==> src/rtl/ram_arb_pkg.sv <==
// ----------------------------------------------------------------------------
// ram_arb_pkg
// Shared definitions for the RAM port arbiter: FSM state encoding, default
// RAM geometry and the one-hot helper used to build gnt/rvalid vectors.
// Ports: none (package).
// ----------------------------------------------------------------------------
package ram_arb_pkg;

   localparam int ADDR_W_DEF = 5;
   localparam int DATA_W_DEF = 8;

   // Upper bound on requesters; requester indices are IDX_W bits wide.
   localparam int MAX_REQ = 4;
   localparam int IDX_W   = 2;

   typedef enum logic [1:0] {
      IDLE   = 2'd0,
      ACCESS = 2'd1,
      RESP   = 2'd2
   } arb_state_t;

   function automatic logic [MAX_REQ-1:0] onehot(input logic [IDX_W-1:0] idx);
      logic [MAX_REQ-1:0] vec;
      vec      = {MAX_REQ{1'b0}};
      vec[idx] = 1'b1;
      return vec;
   endfunction

endpackage

==> src/rtl/rr_picker.sv <==
// ----------------------------------------------------------------------------
// rr_picker
// Combinational winner selection for the RAM port arbiter.
// Default build: round-robin search starting at ptr, wrapping modulo NUM_REQ.
// With ARB_FIXED_PRIORITY_EN defined: plain priority encoder, lowest index
// wins and ptr is ignored.
// Ports:
//   req     - request vector, one bit per requester
//   ptr     - round-robin start index
//   winner  - index of the selected requester (0 when no request)
//   any_req - at least one request bit is set
// ----------------------------------------------------------------------------
module rr_picker
   import ram_arb_pkg::*;
#(
   parameter int NUM_REQ = 3
) (
   input  logic [NUM_REQ-1:0] req,
   input  logic [IDX_W-1:0]   ptr,
   output logic [IDX_W-1:0]   winner,
   output logic               any_req
);

`ifdef ARB_FIXED_PRIORITY_EN
   // Lowest set index wins; scanning downwards leaves the lowest one last.
   always_comb begin
      winner = {IDX_W{1'b0}};
      for (int i = NUM_REQ - 1; i >= 0; i--) begin
         if (req[i]) begin
            winner = IDX_W'(i);
         end else begin
         end
      end
   end
`else
   // First set request found walking from ptr upwards, modulo NUM_REQ.
   always_comb begin
      logic found;
      winner = {IDX_W{1'b0}};
      found  = 1'b0;
      for (int off = 0; off < NUM_REQ; off++) begin
         for (int i = 0; i < NUM_REQ; i++) begin
            if (!found && req[i] && (((int'(ptr) + off) % NUM_REQ) == i)) begin
               winner = IDX_W'(i);
               found  = 1'b1;
            end else begin
            end
         end
      end
   end
`endif

   assign any_req = |req;

endmodule

==> src/rtl/ram_port_arbiter.sv <==
// ----------------------------------------------------------------------------
// ram_port_arbiter
// Shares one single-port RAM between NUM_REQ requesters (0 loader, 1 CPU,
// 2 debug/DMA) with a req/gnt/rvalid handshake. One access at a time:
// IDLE picks a winner and presents it to the RAM, ACCESS is the single RAM
// cycle (gnt visible), RESP captures read data and pulses rvalid.
// Optional macro ARB_FIXED_PRIORITY_EN: fixed priority (lowest index wins),
// no round-robin pointer. Undefined: round-robin arbitration.
// Ports:
//   clock, reset      - rising-edge clock, asynchronous active-high reset
//   req/req_we        - per-requester request and write flag
//   req_addr/req_wdata- flattened per-requester address / write data
//   gnt               - one-hot pulse during the RAM access cycle
//   rvalid/rdata      - one-hot read-complete pulse and read data
//   mem_*             - RAM control/data, driven only by this block
// ----------------------------------------------------------------------------
module ram_port_arbiter
   import ram_arb_pkg::*;
#(
   parameter int NUM_REQ = 3,
   parameter int ADDR_W  = ADDR_W_DEF,
   parameter int DATA_W  = DATA_W_DEF
) (
   input  logic                      clock,
   input  logic                      reset,
   input  logic [NUM_REQ-1:0]        req,
   input  logic [NUM_REQ-1:0]        req_we,
   input  logic [NUM_REQ*ADDR_W-1:0] req_addr,
   input  logic [NUM_REQ*DATA_W-1:0] req_wdata,
   output logic [NUM_REQ-1:0]        gnt,
   output logic [NUM_REQ-1:0]        rvalid,
   output logic [DATA_W-1:0]         rdata,
   output logic                      mem_write_enable,
   output logic [ADDR_W-1:0]         mem_address,
   output logic [DATA_W-1:0]         mem_data_in,
   input  logic [DATA_W-1:0]         mem_data_out
);

   arb_state_t          state_r;
   arb_state_t          state_nxt_s;
   logic [IDX_W-1:0]    win_r;
   logic [IDX_W-1:0]    win_nxt_s;
   logic                we_r;
   logic                we_nxt_s;
   logic [IDX_W-1:0]    pick_s;
   logic [IDX_W-1:0]    ptr_s;
   logic                any_req_s;
   logic                sel_we_s;
   logic [ADDR_W-1:0]   sel_addr_s;
   logic [DATA_W-1:0]   sel_wdata_s;
   logic [NUM_REQ-1:0]  gnt_nxt_s;
   logic [NUM_REQ-1:0]  rvalid_nxt_s;
   logic [DATA_W-1:0]   rdata_nxt_s;
   logic                mem_we_nxt_s;
   logic [ADDR_W-1:0]   mem_addr_nxt_s;
   logic [DATA_W-1:0]   mem_din_nxt_s;

`ifdef ARB_FIXED_PRIORITY_EN
   assign ptr_s = {IDX_W{1'b0}};
`else
   logic [IDX_W-1:0]    rr_ptr_r;
   logic [IDX_W-1:0]    rr_ptr_nxt_s;
   assign ptr_s = rr_ptr_r;
`endif

   rr_picker #(
      .NUM_REQ (NUM_REQ)
   ) u_picker (
      .req     (req),
      .ptr     (ptr_s),
      .winner  (pick_s),
      .any_req (any_req_s)
   );

   // Select the winning requester's write flag, address and data.
   always_comb begin
      sel_we_s    = 1'b0;
      sel_addr_s  = {ADDR_W{1'b0}};
      sel_wdata_s = {DATA_W{1'b0}};
      for (int i = 0; i < NUM_REQ; i++) begin
         if (pick_s == IDX_W'(i)) begin
            sel_we_s    = req_we[i];
            sel_addr_s  = req_addr[i*ADDR_W +: ADDR_W];
            sel_wdata_s = req_wdata[i*DATA_W +: DATA_W];
         end else begin
         end
      end
   end

   // FSM state register.
   always_ff @(posedge clock or posedge reset) begin
      if (reset) begin
         state_r <= IDLE;
      end else begin
         state_r <= state_nxt_s;
      end
   end

   // FSM next-state logic; writes skip RESP since there is nothing to return.
   always_comb begin
      state_nxt_s = state_r;
      case (state_r)
         IDLE: begin
            if (any_req_s) begin
               state_nxt_s = ACCESS;
            end else begin
               state_nxt_s = IDLE;
            end
         end
         ACCESS: begin
            if (we_r) begin
               state_nxt_s = IDLE;
            end else begin
               state_nxt_s = RESP;
            end
         end
         RESP:    state_nxt_s = IDLE;
         default: state_nxt_s = IDLE;
      endcase
   end

   // FSM output logic: next values of the registered outputs and latches.
   // Pulses default to zero; RAM address/data hold their last value.
   always_comb begin
      gnt_nxt_s      = {NUM_REQ{1'b0}};
      rvalid_nxt_s   = {NUM_REQ{1'b0}};
      rdata_nxt_s    = rdata;
      mem_we_nxt_s   = 1'b0;
      mem_addr_nxt_s = mem_address;
      mem_din_nxt_s  = mem_data_in;
      win_nxt_s      = win_r;
      we_nxt_s       = we_r;
`ifndef ARB_FIXED_PRIORITY_EN
      rr_ptr_nxt_s   = rr_ptr_r;
`endif
      case (state_r)
         IDLE: begin
            if (any_req_s) begin
               gnt_nxt_s      = NUM_REQ'(onehot(pick_s));
               mem_we_nxt_s   = sel_we_s;
               mem_addr_nxt_s = sel_addr_s;
               mem_din_nxt_s  = sel_wdata_s;
               win_nxt_s      = pick_s;
               we_nxt_s       = sel_we_s;
`ifndef ARB_FIXED_PRIORITY_EN
               if (pick_s == IDX_W'(NUM_REQ - 1)) begin
                  rr_ptr_nxt_s = {IDX_W{1'b0}};
               end else begin
                  rr_ptr_nxt_s = pick_s + IDX_W'(1);
               end
`endif
            end else begin
            end
         end
         ACCESS: begin
            // gnt and write enable fall back to zero through the defaults.
         end
         RESP: begin
            rdata_nxt_s  = mem_data_out;
            rvalid_nxt_s = NUM_REQ'(onehot(win_r));
         end
         default: begin
         end
      endcase
   end

   // Output and access-latch registers.
   always_ff @(posedge clock or posedge reset) begin
      if (reset) begin
         gnt              <= {NUM_REQ{1'b0}};
         rvalid           <= {NUM_REQ{1'b0}};
         rdata            <= {DATA_W{1'b0}};
         mem_write_enable <= 1'b0;
         mem_address      <= {ADDR_W{1'b0}};
         mem_data_in      <= {DATA_W{1'b0}};
         win_r            <= {IDX_W{1'b0}};
         we_r             <= 1'b0;
      end else begin
         gnt              <= gnt_nxt_s;
         rvalid           <= rvalid_nxt_s;
         rdata            <= rdata_nxt_s;
         mem_write_enable <= mem_we_nxt_s;
         mem_address      <= mem_addr_nxt_s;
         mem_data_in      <= mem_din_nxt_s;
         win_r            <= win_nxt_s;
         we_r             <= we_nxt_s;
      end
   end

`ifndef ARB_FIXED_PRIORITY_EN
   // Round-robin pointer: one past the most recent winner.
   always_ff @(posedge clock or posedge reset) begin
      if (reset) begin
         rr_ptr_r <= {IDX_W{1'b0}};
      end else begin
         rr_ptr_r <= rr_ptr_nxt_s;
      end
   end
`endif

endmodule

==> config.mk <==
export PLATFORM = sky130hd
export DESIGN_NAME = ram_port_arbiter
export DESIGN_NICKNAME = d
export VERILOG_FILES = /design/src/rtl/ram_arb_pkg.sv /design/src/rtl/rr_picker.sv /design/src/rtl/ram_port_arbiter.sv
export SDC_FILE = /design/constraint.sdc
export NUM_CORES = 1
export LEC_CHECK = 0
export ABC_AREA = 1
export BUFFER_PORTS_ARGS = -buffer_cell sky130_fd_sc_hd__buf_2
export CORE_MARGIN = 2
export CORE_UTILIZATION = 50
export CTS_CLUSTER_DIAMETER = 60
export DETAILED_ROUTE_END_ITERATION = 10
export PLACE_DENSITY = 0.85
export SLEW_MARGIN = 5
export SYNTH_ARGS = -nofsm -noshare
export SYNTH_HDL_FRONTEND = slang
export SYNTH_SLANG_ARGS = --single-unit
==> constraint.sdc <==
create_clock -name clock -period 3.5 [get_ports clock]
set_input_delay 0.7 -clock clock [delete_from_list [all_inputs] [get_ports clock]]
set_output_delay 0.7 -clock clock [all_outputs]
set_load 0.05 [all_outputs]
==> results of run 1 <==
-- power by group --
| part | internal, mW | total [mW] | switching [mW] |
|---|---|---|---|
| Sequential | 0.591 | 0.683 | 0.0918 |
| Combinational | 0.410 | 1.53 | 1.12 |
| Clock | 0.223 | 0.350 | 0.127 |
-- cells by family (layout without fill, tap and decap cells) --
kind of cell | after synthesis | after routing | synth area share
compound gates | 19 | 19 | 0.0540
fa+ha+maj | 2 | 2 | 0.0140
buf+inv | 39 | 121 | 0.0940
flops | 35 | 35 | 0.491
mux | 8 | 8 | 0.0505
simple gates | 119 | 119 | 0.297
-- path summary, 6_finish.rpt --
check | startpoint | endpoint | slack, ns | cells past startpoint
worst max-delay path | ptr_s[0] | ptr_s[0] | 1.23 | 10
worst min-delay path | reset | rdata[3] | 0.44 | 3
worst max register to register | ptr_s[0] | ptr_s[0] | 1.23 | 10
worst min register to register | we_r | state_r[1] | 0.46 | 1
max in group asynchronous | reset | gnt[1] | 2.75 | 3
min in group clock | we_r | state_r[1] | 0.46 | 1
-- state kept, by name (all words and copies together), names as in the netlist --
register and cells:
ptr_s 2, mem_write_enable 1, rdata 8, gnt 3
rvalid 3, mem_data_in 8, mem_address 5, state_r 2
win_r 2, we_r 1
-- routing by layer --
metal  track usage  vias to the layer above  share of wire
li1              -                      861              -
met1         0.263                      774           0.43
met2         0.357                       69           0.48
met3        0.0458                        5          0.077
met4        0.0652                        0         0.0081
met5             0                        -              0
-- cells in the final DEF, fill, tap and decap left out, types with 3 or more instances in the layout --
cell type,n
mux2_2,8
nor3_1,4
inv_1,28
clkbuf_4,5
nor2_2,3
o21ai_0,4
nor2_1,6
nand2_1,72
a21oi_1,13
dfrtp_1,35
nand3_1,28
buf_2,82
-- tightest hold or removal path: cells and delay by family --
kind,cells,cell delay (ns)
buffers and inverters,3,0.50
-- metrics by stage --
stage,worst slack (ns),cell area [um^2],std cells,util
2_1_floorplan,1.78,1780,222,-
3_3_place_gp,1.14,2200,342,0.650
3_5_place_dp,1.11,2200,342,0.650
4_1_cts,1.21,2310,350,0.680
5_1_grt,0.962,2310,350,0.680
6_report,1.23,2310,350,0.680
-- layout make-up --
class / count / area (um^2) / area share
clock inverter: 2 / 60.1 / 0.0260
inverter: 30 / 113 / 0.0488
clock buffer: 6 / 41.3 / 0.0179
tap: 46 / 57.6 / 0.0250
timing repair buffer: 83 / 418 / 0.181
sequential: 35 / 876 / 0.380
multi-input combinational: 148 / 741 / 0.321
==> flow_summary.yaml, run 1 <==
run_status:
  status: "finished clean"
cells_and_area:
  syn_to_final_growth_pct: 29.2
  final_nets: 360
  nFillCells: 288
  diodes: 0
  drive_gt1_frac: 0.355
timing:
  setup_tns_ns: 0
  rsz0062_at_grt: "no"
  fin_hold_ws_ns: 0.437
  worstMarginPinSlew_ns: 0.860
  fmax_mhz: 440
  setup_viol: 0
  fin_crit_ns: 2.27
  finalHoldViolCount: 0
  finClkSkew_ns: 0.00480
  drv_slew: 0
  max_slew_margin: 0.426
  fin_crit_sh: 0.649
floorplan:
  die_area_um2: 4060
  io_pins: 83
  core_area_um2: 3390
  fp.dieW_um: 63.7
  rows: 21
  initial_utilization: 0.526
  die_h_um: 63.7
setup_path:
  arrival_ns: 2.47
  crit_top_cell: "inv_1"
  end_kind: "flop"
  critical_path_class: "reg -> reg"
  cp-start-kind: "flop"
  max_stage_delay_ns: 0.42
  path_buf_inv: 3
  cp_cell_sequence: "inv_1 -> ha_1 -> nand2_1 -> inv_1 -> nor2_2 -> nand4_2 -> nand2_2 -> nor2_1 -> inv_1 -> o22ai_1"
  cp_max_fo: 16
  crit_required_ns: 3.70
  cp_slowest_cell: "nand2_2"
  crit_family: "simple AND/OR/NAND/NOR gates"
clock_tree:
  cts_setup_buffers: 0
  cts.repair.resized: 0
  cts_hold_buffers: 0
  cts.reportedPaths.clkPinSlew_ns: 0.10
  clockBufferDepth: 2
  clock_latency_ns: 0.33
  cts.sinks: 35
  cts_tree: "done"
  cts_made_buffers: 5
  cts_root_buf: "clkbuf_4"
  cts_max_level: 2
drt:
  wl_per_cell_um: 11.6
  first_pass_iters: 4
  drcViolationCount: 0
  drt_iter0_drc: 75
  antenna_left: 0
  vias_per_cell: 4.88
  drt_wl_total_mm: 4.06
  vias: 1709
yosys:
  synthCells: 222
  synth.largest_area_cell: "dfrtp_1"
  ys_seq_area_frac: 0.491
  synth_warnings: 0
  syn_nets: 279
  synth.area.top_cells: "dfrtp_1, nand2_1, nand3_1"
  ys.flop_type: "dfrtp_1"
  syn_area_um2: 1780
  yosysTopAreaCellShare: 0.491
  async_flop_share: 1.00
  synth.distinct_cells: 24
  synth_seq_cells: 35
  synth-edff-count: 0
  synthTopCellsByCount: "nand2_1, dfrtp_1, inv_1, nand3_1, a21oi_1"
  yosysMostFrequentCell: "nand2_1"
  avgSynthCellArea_um2: 8.04
flow_run:
  drv_cap: 0
global_routing:
  grt_remaining_overflow: 0
  antenna_found_initial: 0
  track_usage: 0.208
  grt_pass1_wl_mm: 6.55
  grt_pass1_vias: 1484
  grt_max_degree: 36
pwr:
  vdd_ir_drop_max_uv: 578
  power.total_mw: 2.56
  powerDensity_nw_per_um2: 1110
  power_leakage_nw: 1.39
placement:
  place_congestion: 0.792
  io_buffers: 82
  dp.final_hpwl_mm: 2.91
hold_path:
  hp-class: "in -> async"
Note: power is estimated with default switching activity, not from simulation.
==> inputs of run 2 (changes only) <==
--- a/config.mk
+++ b/config.mk
@@ -8,10 +8,10 @@
 export ABC_AREA = 1
 export BUFFER_PORTS_ARGS = -buffer_cell sky130_fd_sc_hd__buf_2
 export CORE_MARGIN = 2
-export CORE_UTILIZATION = 50
+export CORE_UTILIZATION = 42
 export CTS_CLUSTER_DIAMETER = 60
 export DETAILED_ROUTE_END_ITERATION = 10
-export PLACE_DENSITY = 0.85
+export PLACE_DENSITY = 0.76
 export SLEW_MARGIN = 5
 export SYNTH_ARGS = -nofsm -noshare
 export SYNTH_HDL_FRONTEND = slang
==> constraint.sdc (replaced) <==
create_clock -name clock -period 2 [get_ports clock]
set_input_delay 0.4 -clock clock [delete_from_list [all_inputs] [get_ports clock]]
set_output_delay 0.4 -clock clock [all_outputs]
set_load 0.05 [all_outputs]
==> flow_summary.yaml, run 2 (synthesis gave the netlist of run 1 again) <==
global_routing:
  grt_max_degree: 36
  grt_remaining_overflow: 0
  antenna_found_initial: 0
  grt_pass1_wl_mm: 7.39
  grt_pass1_vias: 1779
  track_usage: 0.191
clock_tree:
  cts_made_buffers: 5
  clockBufferDepth: 2
  cts.sinks: 35
  cts_root_buf: "clkbuf_8"
  cts_max_level: 2
  cts_tree: "done"
  cts.reportedPaths.clkPinSlew_ns: 0.07
  clock_latency_ns: 0.29
setup_path:
  critical_path_class: "reg -> reg"
  rr_endpoint: "mem_data_in[0]"
  r2r_slack_ns: 0.17
  ff2ff_path_depth: 13
  cp-start-kind: "flop"
  end_kind: "flop"
  cp_max_fo: 15
  reg2reg_from: "ptr_s[0]"
  crit_required_ns: 2.19
  arrival_ns: 2.02
timing:
  max_slew_margin: 0.703
  fin_ws_ns: 0.168
  worstMarginPinSlew_ns: 0.446
  drv_slew: 0
  setup_viol: 0
  fmax_mhz: 546
  finClkSkew_ns: 0.0106
  fin_crit_ns: 1.83
  finalHoldViolCount: 0
  fin_crit_sh: 0.916
hold_path:
  hp-class: "in -> async"
drt:
  drcViolationCount: 0
  wl_met3_um: 299
  vias_per_cell: 4.87
  highest_layer: "met4"
  drt_iter0_drc: 64
  first_pass_iters: 4
  met2_length_mm: 2.24
  vias: 1752
  antenna_left: 0
  drt_wl_total_mm: 4.48
  wl_per_cell_um: 12.5
  wl_met1_mm: 1.87
pwr:
  vdd_ir_drop_max_uv: 831
  powerDensity_nw_per_um2: 1910
  power_leakage_nw: 1.42
  power.total_mw: 4.54
placement:
  io_buffers: 82
  dp_cells: 350
  preCtsSetupSlack_ns: 0.141
  place_congestion: 0.869
  dp.final_hpwl_mm: 3.34
floorplan:
  initial_utilization: 0.440
  die_area_um2: 4790
  io_pins: 83
  fp.dieW_um: 69.2
  core_area_um2: 4060
  rows: 23
  die_h_um: 69.2
cells_and_area:
  syn_to_final_growth_pct: 33.2
  reg_top3: "mem_data_in x8, rdata x8, mem_address x5"
  final_common_cell: "buf_2"
  diodes: 0
  utilization: 0.586
  fin_cells: 360
  drive_gt1_frac: 0.374
  layout_common_cells: "buf_2, nand2_1, dfrtp_1"
  final_nets: 366
flow_run:
  drv_cap: 0
run_status:
  status: "finished clean"
run 2: cell types whose count changed in the layout (fill, tap and decap cells not counted), sizes merged:
cell    before  now
buf         83   89
bufinv       2    0
clkbuf       6    5
clkinv       0    3
run 2: repair_timing:
item,CTS,global route
hold buffers,0,0
setup buffers,0,2
endpoints found under the setup margin,0,9
resized for setup,0,3
run 2: metal layers:
layer	vias to the layer above	track usage
li1	876	-
met4	0	0.0784
met5	-	0
met2	73	0.334
met3	10	0.0625
met1	793	0.212
run 2: worst max-delay path by stage:
stage                     cells after the start  startpoint  slack [ns]             end
after floorplan                              11    ptr_s[0]        0.33  mem_address[0]
after global placement                       10    ptr_s[0]        0.22            we_r
after detailed placement                     10    ptr_s[0]        0.14            we_r
after CTS                                    10    ptr_s[0]        0.13            we_r
after global routing                         13    ptr_s[0]       -0.02  mem_data_in[0]
final                                        13    ptr_s[0]        0.17  mem_data_in[0]
run 2: layout make-up:
class                   count  area [um^2]
multi-input cells         148          766
inverters                  30          113
well taps                  50         62.6
repair buffers             89          475
flip-flops and latches     35          876
clock inverters             3         15.0
clock buffers               5         68.8
fillers                   374         1680
run 2: power by group:
part           switching (mW)  internal [mW]  leakage [nW]
clock                   0.251          0.238        0.0477
sequential              0.150           1.04         0.435
combinational            2.01          0.853         0.935
total                    2.41           2.13          1.42
run 2: worst max-delay path, stage by stage, from the launching register on:
cell and delay [ns]:
dfrtp_1 0.38, inv_1 0.12, ha_4 0.22, nand2_1 0.07, inv_1 0.06, nor2_4 0.14
nand4_1 0.21, inv_2 0.12, nor2_4 0.05, buf_12 0.14, nand2_1 0.05, nand2_1 0.04
nand2_1 0.06, nand2_1 0.05
run 2: per-stage QoR:
step | area [um^2] | setup TNS, ns | hold WS, ns
2_1_floorplan | 1780 | 0 | 0.407
3_3_place_gp | 2240 | 0 | 0.418
3_5_place_dp | 2240 | 0 | 0.427
4_1_cts | 2320 | 0 | 0.210
5_1_grt | 2380 | -0.0161 | 0.238
6_report | 2380 | 0 | 0.203
